==> src/rtl/gray_counter_ctrl.sv <==
// gray_counter_ctrl: debounced run/pause/step/clear controller that issues one-cycle
// advance and clear strobes to the Gray LED counter.
module gray_counter_ctrl #(
    parameter int DEB_CYCLES = 1000000,
    parameter int DEB_W      = $clog2(DEB_CYCLES + 1)
) (
    input  logic       clk,
    input  logic       rst,
    input  logic       tick,
    input  logic       btn_run,
    input  logic       btn_step,
    input  logic       btn_clr,
    output logic       cnt_en,
    output logic       cnt_clr,
    output logic       run_led,
    output logic [1:0] mode
);
    typedef enum logic [1:0] {PAUSE = 2'b00, RUN = 2'b01, CLR = 2'b10} state_t;
    state_t           state_q, state_d;
    logic [2:0]       btn, s1_q, s2_q, db_q, db_d, dbd_q, evt;
    logic [DEB_W-1:0] cnt_q [3];
    logic [DEB_W-1:0] cnt_d [3];
    logic             cnt_en_q, cnt_en_d, cnt_clr_q, run_led_q;
    // bit 0 run, bit 1 step, bit 2 clear
    assign btn = {btn_clr, btn_step, btn_run};
    assign evt = db_q & ~dbd_q;
    always_comb begin
        db_d = db_q;
        for (int i = 0; i < 3; i++) begin
            cnt_d[i] = '0;
            if (s2_q[i] != db_q[i]) begin
                if (cnt_q[i] == DEB_W'(DEB_CYCLES - 1)) db_d[i] = s2_q[i];
                else cnt_d[i] = cnt_q[i] + DEB_W'(1);
            end
        end
    end
    always_comb begin
        state_d  = state_q;
        cnt_en_d = 1'b0;
        case (state_q)
            PAUSE: begin
                if (evt[2]) state_d = CLR;
                else if (evt[0]) state_d = RUN;
                else cnt_en_d = evt[1];
            end
            RUN: begin
                if (evt[2]) state_d = CLR;
                else if (evt[0]) state_d = PAUSE;
                else cnt_en_d = tick;
            end
            default: state_d = PAUSE;
        endcase
    end
    always_ff @(posedge clk or posedge rst) begin
        if (rst) begin
            s1_q      <= '0;
            s2_q      <= '0;
            db_q      <= '0;
            dbd_q     <= '0;
            cnt_q     <= '{default: '0};
            state_q   <= PAUSE;
            cnt_en_q  <= 1'b0;
            cnt_clr_q <= 1'b0;
            run_led_q <= 1'b0;
        end else begin
            s1_q      <= btn;
            s2_q      <= s1_q;
            db_q      <= db_d;
            dbd_q     <= db_q;
            cnt_q     <= cnt_d;
            state_q   <= state_d;
            cnt_en_q  <= cnt_en_d;
            cnt_clr_q <= state_d == CLR;
            run_led_q <= state_d == RUN;
        end
    end
    assign cnt_en  = cnt_en_q;
    assign cnt_clr = cnt_clr_q;
    assign run_led = run_led_q;
    assign mode    = state_q;
endmodule

==> config.mk <==
export PLATFORM = sky130hd
export DESIGN_NAME = gray_counter_ctrl
export DESIGN_NICKNAME = d
export VERILOG_FILES = /design/src/rtl/gray_counter_ctrl.sv
export SDC_FILE = /design/constraint.sdc
export NUM_CORES = 1
export LEC_CHECK = 0
export ABC_AREA = 0
export CORE_AREA = 2 2 93 95
export CTS_BUF_LIST = sky130_fd_sc_hd__clkbuf_2
export DETAILED_ROUTE_END_ITERATION = 12
export DIE_AREA = 0 0 95 97
export PLACE_DENSITY = 0.72
export REMOVE_ABC_BUFFERS = 1
export SYNTH_ARGS = -nofsm -noshare
export SYNTH_HDL_FRONTEND = slang
export SYNTH_SLANG_ARGS = --single-unit
==> constraint.sdc <==
create_clock -name clk -period 7.2 [get_ports clk]
set_clock_uncertainty 0.2 [all_clocks]
set_input_delay 1.08 -clock clk [delete_from_list [all_inputs] [get_ports clk]]
set_output_delay 1.08 -clock clk [all_outputs]
set_load 0.01 [all_outputs]
==> summary.md <==
| Metric | Value |
|---|---|
| Outcome | finished, final reports clean |
| H-tree Lvls | 3 |
| CP max stage cell | clkdlybuf4s50_1 |
| Max IR drop VDD | 0.109 mV |
| Final design utilization | 48.9% |
| Vias in the first global route | around 2400 |
| Final Hold Viols | 0 |
| Setup crit start kind | flip-flop |
| Clk slew on worst S/H paths | ~0.23 ns |
| R2R Path Start | cnt_q[0] |
| Peak Freq | approximately 350 MHz |
| Top-area cell type share of the netlist area | 54.0% |
| Clock Sinks | 77 |
| Hold buffers post-CTS | 0 |
| Top FF cell, synth | dfrtp_1 |
| Fraction of layout instances using a drive strength above 1 | 7.63% |
| Max Slew Vio Count | 0 |
| Setup TNS | 0 ns |
| Most frequent cells after synthesis | dfrtp_1, nor2_1, xnor2_1, nand3_1, nor4_1 |
| Cell area after synthesis | 3570 um2 |
| GRT Util Overall | roughly 15% |
| Total of max-cap violations | 0 |
| Setup bufs post-CTS | 0 |
| Pre-antenna DRT Iters | 4 |
| Area leader, netlist | dfrtp_1 |
| Multi-input gate area | 1550 um2 |
| WS Path Type | flip-flop to output port |
| Cts repair resizes | 0 |
| DR vias | 2506 |
| Area contributors post-synth | dfrtp_1, xnor2_1, nor2_1 |
| Min cycle time layout | slightly below 3 ns |
| Sequential cell area | between 1500 and 2000 um2 |
| TritonCTS clock tree | built |
| Distinct cells, synth | 36 |
| Die width | 95 um |
| Fillers | roughly 750 |
| Flop-to-flop setup slack | 4.78 ns |
| Root Driver | clkbuf_2 |
| Most frequent cell after synthesis | dfrtp_1 |
| GP Congestion | 0.783 |
| IO Pins | 11 |
| Worst hold path depth | 0 |
| Final setup vio count | 0 |
| Pwr Density | 205 nW/um2 |
| Critical path, cell by cell | clkdlybuf4s50_1 |
| Leakage | between 1.5 and 2 nW |
| Largest net degree at the start of global routing | 78 |
| Post-synth ARST share | 100% |
| Post-DP HPWL | just over 4 mm |
| Finished Cell Area | 3970 um2 |
| CP Capture Type | output port |
| Worst Hold Endpoint | s2_q[2] |
| Least-Margin Pin Slew | roughly 0.94 ns |
| Clock Latency Late Sink | 0.53 ns |
| Drt via density | 5.31 |
| First-pass GRT wire length | 11.1 mm |
| Total power | 0.814 mW |
| Routed Antenna Nets | 0 |
| Max incr delay on CP | 0.58 ns |
| Initial antenna violation count | 0 |
| Register area share after synthesis | 54.0% |
| Critical R2R Capture | db_q[2] |
| #FFs+latches synth | 77 |
| Period utilisation layout | 40.2% |
| Rows | 33 |
| Critical Path Fanout Max | 6 |
| Worst path buffer plus inverter count | 1 |
| HP Class | flip-flop to flip-flop |
| Cell count after synthesis | 345 |
| Port Buffer Count | 10 |
| DP Area | 3780 um2 |
| Drt total wl | 6.15 mm |
| Max clock buf depth | 2 |
| EDFF count, synth | 0 |
| Die area | 9220 um2 |
| CP required | 5.92 ns |
| Yosys warnings | 0 |
| Layout Area Growth over Synthesis | 11.3% |
| Critical path arrival | 1.62 ns |
| Initial core utilization | 43.9% |
| DRC | 0 |
| Antenna Diode Count | 0 |
| Wire length per cell | approximately 13 um |
| FF-to-FF path depth | 5 |
| Slew headroom | 37.5% |
| Total gr overflow | 0 |
| Die H | 97 um |
| Total core area | slightly above 8000 um2 |
| Final net count | ~370 |
| Avg Inst Size Synth | 10.3 um2 |
| Iter 0 DRT Violations | about 220 |
| CP top delay family | buffers and inverters |
| RSZ-0062 raised after global routing | no |
| Worst hold start | s1_q[2] |
| Number of CTS-inserted buffers | 9 |
-- state kept, by name (all words and copies together) (netlist names) --
register  count
dbd_q         3
db_q          3
run_led       1
s1_q          3
cnt_en        1
cnt_q        60
cnt_clr       1
mode          2
s2_q          3
-- cell families after synthesis --
kind of cell             synth area share [%]
flip-flops                               54.0
adder cells (fa/ha/maj)                  1.05
multiplexers                             2.07
buffers and inverters                    2.49
AO/OA/AOI/OAI                            4.45
XOR/XNOR                                 11.5
AND/OR/NAND/NOR                          24.4
-- worst max-delay path by stage --
stage	from	to	depth (start not counted)
after floorplan	rst	cnt_clr	1
after global placement	rst	cnt_q[1]	3
after detailed placement	rst	cnt_q[1]	3
after CTS	mode[1]	mode[1]	1
after global routing	mode[1]	mode[1]	1
final	mode[1]	mode[1]	1
-- metrics by stage --
| stage | std cells | setup WS (ns) | hold WS [ns] |
|---|---|---|---|
| after floorplan | 339 | 3.95 | 0.131 |
| after global placement | 456 | 4.64 | 0.132 |
| after detailed placement | 456 | 4.61 | 0.136 |
| after CTS | 472 | 4.26 | 0.172 |
| after global routing | 472 | 4.18 | 0.190 |
| final | 472 | 4.30 | 0.173 |
-- metal layers --
layer	GRT usage, %	routed length, um
met1	20.3	2950
met4	4.12	57
met3	4.91	231
met2	23.2	2910
met5	0	0
-- layout by cell type (no fill, tap or decap), drive strengths merged, types with 6 or more instances in the layout --
cell type      count
nor4              16
inv               17
xor2              12
o31ai              6
nand3             22
a21oi             10
clkdlybuf4s50     10
clkbuf             9
nor2              59
nor3              13
xnor2             35
nand2             13
nand4             16
dfrtp             77
-- where the power goes --
group | internal (mW) | switching, mW | leakage, nW
registers | 0.439 | 0.00486 | 1.05
clock network | 0.187 | 0.158 | 0.103
logic | 0.00826 | 0.0174 | 0.411
total | 0.634 | 0.180 | 1.57
-- area by class of cell --
class	count	share of cell area (%)
Sequential cell	77	48.5
Multi-Input combinational cell	247	39.1
Timing Repair Buffer	12	2.90
Tap cell	105	3.31
Clock inverter	7	3.65
Clock buffer	9	1.13
Inverter	15	1.42
(Power assumes the default switching activity.)
